<file path="src/rtl/tristate_bus_arbiter.sv">
// Round-robin owner selection for a shared tri-state bus.
// At most one requester owns the bus at a time, and its active-low buffer enable is driven low.
// Every change of owner passes through TURNAROUND cycles with all enables high, so two drivers never overlap.
// An owner is forced off after MAX_HOLD cycles, but only when another requester is waiting.
// All outputs are flops with asynchronous reset, so reset_n low disables every driver without a clock edge.
//
// Handshake: req is a level that is sampled on every rising edge and never latched.
// gnt[i] is high while requester i owns the bus. The owner keeps the bus for as long as it holds req[i] high,
// subject to the MAX_HOLD limit when others are waiting. Dropping req[i] releases the bus on the next edge.
module tristate_bus_arbiter #(
   parameter int N          = 4,
   parameter int MAX_HOLD   = 8,
   parameter int TURNAROUND = 1
) (
   input  logic                   clk,
   input  logic                   reset_n,
   input  logic [N-1:0]           req,
   output logic [N-1:0]           gnt,
   output logic [N-1:0]           en_n,
   output logic [$clog2(N)-1:0]   sel,
   output logic                   busy,
   output logic [1:0]             state_dbg
);

   localparam int SW = $clog2(N);
   localparam int HW = $clog2(MAX_HOLD + 1);
   localparam int TW = $clog2(TURNAROUND + 1);

   typedef enum logic [1:0] {
      IDLE  = 2'd0,
      GRANT = 2'd1,
      TURN  = 2'd2
   } state_t;

   state_t          state, state_nx;
   logic [N-1:0]    gnt_nx;
   logic [SW-1:0]   sel_nx;
   logic [SW-1:0]   last, last_nx;
   logic            busy_nx;
   logic [HW-1:0]   hold_cnt, hold_nx;
   logic [TW-1:0]   turn_cnt, turn_nx;

   logic [SW-1:0]   win;
   logic [SW-1:0]   idx;
   logic            found;
   logic            others_wait;
   logic            hold_full;

   assign state_dbg = state;

   // Round-robin winner: the first set bit of req, searching upward from the slot after the last owner.
   always_comb begin
      win   = last;
      idx   = '0;
      found = 1'b0;
      for (int i = 0; i < N; i++) begin
         idx = SW'((int'(last) + 1 + i) % N);
         if (!found && req[idx]) begin
            win   = idx;
            found = 1'b1;
         end
      end
   end

   assign others_wait = |(req & ~gnt);
   assign hold_full   = (hold_cnt == HW'(MAX_HOLD));

   // Next-state and next-output logic. Outputs are computed one cycle ahead so they can be registered.
   always_comb begin
      state_nx = state;
      gnt_nx   = gnt;
      sel_nx   = sel;
      last_nx  = last;
      busy_nx  = busy;
      hold_nx  = hold_cnt;
      turn_nx  = turn_cnt;
      case (state)
         IDLE: begin
            gnt_nx  = '0;
            busy_nx = 1'b0;
            if (found) begin
               state_nx    = GRANT;
               gnt_nx      = '0;
               gnt_nx[win] = 1'b1;
               sel_nx      = win;
               last_nx     = win;
               busy_nx     = 1'b1;
               hold_nx     = HW'(1);
            end
         end
         GRANT: begin
            // The owner leaves when it drops its request, or when it has used its hold budget while others wait.
            if (!req[sel] || (hold_full && others_wait)) begin
               state_nx = TURN;
               gnt_nx   = '0;
               busy_nx  = 1'b0;
               turn_nx  = TW'(1);
            end else if (!hold_full) begin
               hold_nx = hold_cnt + HW'(1);
            end
         end
         TURN: begin
            if (turn_cnt == TW'(TURNAROUND)) begin
               turn_nx = '0;
               if (found) begin
                  state_nx    = GRANT;
                  gnt_nx      = '0;
                  gnt_nx[win] = 1'b1;
                  sel_nx      = win;
                  last_nx     = win;
                  busy_nx     = 1'b1;
                  hold_nx     = HW'(1);
               end else begin
                  state_nx = IDLE;
               end
            end else begin
               turn_nx = turn_cnt + TW'(1);
            end
         end
         default: begin
            state_nx = IDLE;
            gnt_nx   = '0;
            busy_nx  = 1'b0;
         end
      endcase
   end

   // State and output registers. Reset forces all enables high immediately.
   always_ff @(posedge clk or negedge reset_n) begin
      if (!reset_n) begin
         state    <= IDLE;
         gnt      <= '0;
         en_n     <= '1;
         sel      <= '0;
         last     <= SW'(N - 1);
         busy     <= 1'b0;
         hold_cnt <= '0;
         turn_cnt <= '0;
      end else begin
         state    <= state_nx;
         gnt      <= gnt_nx;
         en_n     <= ~gnt_nx;
         sel      <= sel_nx;
         last     <= last_nx;
         busy     <= busy_nx;
         hold_cnt <= hold_nx;
         turn_cnt <= turn_nx;
      end
   end

endmodule

</file>
<file path="config.mk">
export PLATFORM = sky130hd
export DESIGN_NAME = tristate_bus_arbiter
export DESIGN_NICKNAME = d
export VERILOG_FILES = /design/src/rtl/tristate_bus_arbiter.sv
export SDC_FILE = /design/constraint.sdc
export NUM_CORES = 1
export LEC_CHECK = 0
export ABC_AREA = 1
export BUFFER_PORTS_ARGS = -buffer_cell sky130_fd_sc_hd__buf_2
export CAP_MARGIN = 20
export CORE_ASPECT_RATIO = 0.8
export CORE_MARGIN = 8
export CORE_UTILIZATION = 59
export CTS_CLUSTER_SIZE = 40
export DETAILED_ROUTE_END_ITERATION = 7
export PLACE_DENSITY = 0.91
export SYNTH_ARGS = -nofsm -noshare
export SYNTH_HDL_FRONTEND = slang
export SYNTH_SLANG_ARGS = --single-unit
</file>
<file path="constraint.sdc">
create_clock -name clk -period 5 [get_ports clk]
set_clock_uncertainty 0.15 [all_clocks]
set_input_delay 1 -clock clk [delete_from_list [all_inputs] [get_ports clk]]
set_output_delay 1 -clock clk [all_outputs]
set_load 0.1 [all_outputs]
</file>
# Word-level counts from Yosys, hierarchy flattened
# Cells that the tools add are included.
[classes] add_sub_neg=6 magnitude_cmp=7 n_eq_ne=9 n_mux=49 bitwise_logic=3 reduce_logical=20
[ops] cell="2-to-1 mux 4 bit" count=8
[ops] cell="one-hot mux 4 bit (3 select lines)" count=2
[ops] cell="2-to-1 mux 2 bit" count=11
[ops] cell="less-than comparator 2 x 3 -> 1 bit, second input constant" count=6
[ops] cell="2-to-1 mux 1 bit" count=17
[ops] cell="!= test 2 bit, second input constant" count=6
[ops] cell="binary-select mux 1 bit (select 2 bit)" count=5
[ops] cell="inverter 4 bit" count=2
[ops] cell="one-hot mux 2 bit (2 select lines)" count=2
[ops] cell="adder 2 bit, second input constant" count=3
[ops] cell="one-hot mux 2 bit (3 select lines)" count=1
[ops] cell="AND reduction 3 bit" count=2
[ops] cell="logical AND 1 bit" count=5
[ops] cell="adder 4 x 1 -> 4 bit, second input constant" count=1
[ops] cell="bitwise AND 4 bit" count=1
[ops] cell="equality test 4 bit, second input constant" count=1
[ops] cell="logical NOT 1 bit" count=4
[ops] cell="AND reduction 2 bit" count=2
[ops] cell="AND reduction 4 bit" count=1
[ops] cell="nonzero test 2 bit" count=2
[ops] cell="OR reduction 4 bit" count=1
[ops] cell="one-hot mux 1 bit (3 select lines)" count=1
[ops] cell="nonzero test 3 bit" count=1
[ops] cell="adder 2 x 1 -> 2 bit, second input constant" count=1
[ops] cell="other kinds (8)" count=8
[totals] reg_bits=20 in_bits=6 output_inout_bits=13 wordCells=102

# Longest topological paths before layout
[logic_depth] depth_word=21 depth_mapped=13 ltp_nobuf=12

# Worst setup path before layout
# Ideal clock, no wire load.
[synth_timing] path_type="register -> register" from="reg state[0], in the netlist state_dbg[0]" to="reg hold_cnt[1]" setup_ns=0.118 arrival_ns=1.903 required_ns=4.732 path_slack_ns=2.830 stages_incl_launch_ff=10 n_path_buf=0 period_less_slack_ns=2.170 cell_sequence="dfrtp_1 -> inv_1 -> nand2_1 -> nor2_1 -> inv_1 -> nand2_1 -> a21oi_2 -> nand3_1 -> nand2_1 -> nand2_1"
[synth_between] elab_chain_len=3 elab_cells_between_ends=9 cone_classes="eq/ne (5); mux (1); reduce/logical (3)"
[synth_lines] element="start: declaration" line="35" text="state_t state, state_nx;"
[synth_lines] element="start signal: assignment" line="140" text="state <= state_nx;"
[synth_lines] element="equality test 2 x 1 -> 1 bit (tied with other cells)" line="77" text="case (state)"
[synth_lines] element="!= test 2 bit (no line) or nonzero test 3 bit (tied branches)"
[synth_lines] element="AND reduction 4 bit (no line)"
[synth_lines] element="end signal: assignment" line="146" text="hold_cnt <= hold_nx;"
[synth_lines] element="end: declaration" line="40" text="logic [HW-1:0] hold_cnt, hold_nx;"
# Parallel ways exist; a longest one is shown, timed or not.
# A chain may end at the register's enable or synchronous reset.

# Worst setup path in the final report
[layout_timing] from="reg en_n[3]" to="out en_n[3]"
[layout_lines] element="start: declaration" line="19" text="output logic [N-1:0] en_n,"
[layout_lines] element="start signal: assignment" line="142" text="en_n <= ~gnt_nx;"
# No word-level cell between the ends.

==> impl_metrics.csv <==
group,metric,value,unit
setup_path,cp_slowest_cell,"dfstp_2",
min_path,holdPathEnd,"busy",
setup_path,start_kind,"register",
status,run_status,"finished, final reports clean",
setup_path,crit_type,"register to primary output",
sta,period_share,48.0,%
place,gp_congestion,0.915,
route,vias,1184,
yosys,yosysWarnings,0,
cells_and_area,drive_gt1_share,30.0,%
min_path,hold_path.class,"register to register",
place,post_dp_cell_area,1400,sq um
setup_path,ff2ff_path_depth,11,
floorplan,initial_core_util,61.1,%
sta,setup_viol,0,
grt,use_met3,4.62,%
setup_path,critPathBufInv,1,
min_path,hold-path-cell-count,2,
grt,grt_use_met1,18.8,%
cells_and_area,fillers,180,
grt,grt_pass1_wl,4750,microns
yosys,synth_seq_cells,20,
route,wl_per_cell,12.6,microns
clock_tree,clock-sinks,20,
floorplan,die_h,57.9,microns
place,place_hpwl,2210,microns
cells_and_area,syn_to_final_growth,12.0,%
grt,grt_max_degree,21,
clock_tree,ctsHoldBuffers,0,
yosys,ys_types,25,
yosys,synth.cell_area,1290,sq um
cells_and_area,insertedDiodeCount,0,
clock_tree,htree_num_levels,1,
flow_run,maxCapViolCount,0,
yosys,syn_avg_cell_area,7.19,sq um
min_path,min_from,"busy",
route,first_iter_violations,51,
setup_path,cp.required,3.85,ns
grt,grt_pass1_vias,1118,
setup_path,cp.depth,1,
clock_tree,cts-buffers-inserted,3,
floorplan,die_area,3960,sq um
clock_tree,clk_pin_slew,0.11,ns
yosys,synth_cells,180,
route,drc,0,
clock_tree,post_cts_buffers,0,
setup_path,r2r-start,"last[0]",
sta,slew_headroom,67.5,%
floorplan,io_pins,19,
yosys,seq_area_frac_synth,39.2,%
sta,fin_crit,2.40,ns
setup_path,end_kind,"primary output",
floorplan,die_w,68.4,microns
grt,use_met2,24.5,%
setup_path,worst_r2r_endpoint,"en_n[2]",
sta,tns,0,ns
route,ant_nets,0,
setup_path,crit_chain,"buf_2",
clock_tree,ctsRootBufferMaster,"clkbuf_4",
clock_tree,clock_latency,0.30,ns
setup_path,reg2reg_slack,3.01,ns
route,avgViaCountPerCell,5.26,
clock_tree,cts.repair.resized,0,
setup_path,crit_arrival,1.25,ns
cells_and_area,nNetsFinal,209,
floorplan,core_area,2120,sq um
route,detail_route.first_pass.iterations,4,
setup_path,crit_family,"flip-flops",
cells_and_area,stdcell_area,1450,sq um
sta,hold_viol,0,
yosys,ys.flop_type,"dfrtp_1",
setup_path,critPathMaxFanout,1,
clock_tree,cts_tree,"done",
grt,antenna_found_initial,0,
grt,grt.total_usage,15.2,%
yosys,async_flop_share,100,%
grt,grt_overflow,0,
floorplan,fp-row-count,15,
yosys,syn_nets,188,
sta,drv_slew,0,
clock_tree,cts_buffer_depth,2,
sta,rsz0062_at_grt,"no",
place,port_buffers,18,
route,wl,2830,microns
sta,timing.fmax,416,MHz
yosys,synth-edff-count,0,
grt,busiest_layer,"met2",
sta,worst_pin_slew,0.492,ns
setup_path,cpPeakStageDelay,0.53,ns
[logic make-up (layout without fill, tap and decap cells)]
group / Yosys count / in the layout / synth area share [%]
AND/OR/NAND/NOR: 116 / 116 / 42.4
buffers and inverters: 27 / 47 / 9.28
flip-flops: 20 / 20 / 39.2
AO/OA/AOI/OAI: 13 / 13 / 5.80
adder cells (fa/ha/maj): 2 / 2 / 1.93
XOR/XNOR: 2 / 2 / 1.35
[metrics by stage]
stage                     instances  util [%]  hold slack [ns]  worst slack, ns
after floorplan                 180         -            0.301             2.83
after global placement          221      65.9            0.317             2.69
after detailed placement        221      65.9            0.327             2.63
after CTS                       225      68.4            0.354             2.59
after global routing            225      68.4            0.387             2.57
final                           225      68.4            0.346             2.60
[synth_stat cells (2+ instances only)]
cell / count / area (sq um)
dfstp_2: 6 / 158
inv_1: 16 / 60.1
nand2_2: 16 / 100
dfrtp_1: 14 / 350
nand2_4: 2 / 22.5
nand2_1: 70 / 263
ha_1: 2 / 25.0
nor2_1: 6 / 22.5
o21ai_1: 6 / 30.0
inv_2: 7 / 26.3
nand4_1: 2 / 12.5
nand3_1: 17 / 85.1
o21ai_0: 4 / 20.0
[cells in the final DEF (no fill, tap or decap)]
cell type   n
nand2_1    70
buf_2      18
nand3_1    17
inv_1      16
nand2_2    16
dfrtp_1    14
inv_2       7
nor2_1      6
o21ai_1     6
dfstp_2     6
o21ai_0     4
clkbuf_4    3
nand2_4     2
nand4_1     2
ha_1        2
inv_4       1
nor2_8      1
o21ai_2     1
nand3_4     1
inv_6       1
o211ai_1    1
nor2_2      1
a21oi_2     1
xnor2_1     1
xor2_1      1
bufinv_16   1
[metal layers]
layer,wire [microns],vias up
met5,0,-
met4,41,0
met3,163,6
met2,1340,40
met1,1280,542
li1,-,596
[area by class of cell]
type                       count  area [sq um]  share of cell area (%)
timing repair buffer          18          90.1                    6.21
tap                           25          31.3                    2.16
multi-input combinational    133           667                    46.0
sequential                    20           508                    35.0
clock inverter                 1          30.0                    2.07
inverter                      25           101                    6.99
clock buffer                   3          22.5                    1.55
[worst min-delay path: stages (launching register included)]
cell and delay (ns):
dfrtp_1 0.36, nand2_1 0.06, nand2_1 0.05
[worst max-delay path by stage]
stage | end | startpoint | slack (ns)
after floorplan | hold_cnt[1] | state_dbg[0] | 2.83
after global placement | hold_cnt[1] | req[1] | 2.69
after detailed placement | hold_cnt[3] | req[3] | 2.63
after CTS | en_n[3] | en_n[3] | 2.59
after global routing | en_n[3] | en_n[3] | 2.57
final | en_n[3] | en_n[3] | 2.60
[flip-flops by register name (all words and copies together), names as in the netlist]
name,count
busy,1
state_dbg,2
turn_cnt,1
last,2
en_n,4
gnt,4
hold_cnt,4
sel,2
Power is left out: the tool's default activity adds up to more than one toggle a clock period on the data nets, which glitch-free logic cannot reach.
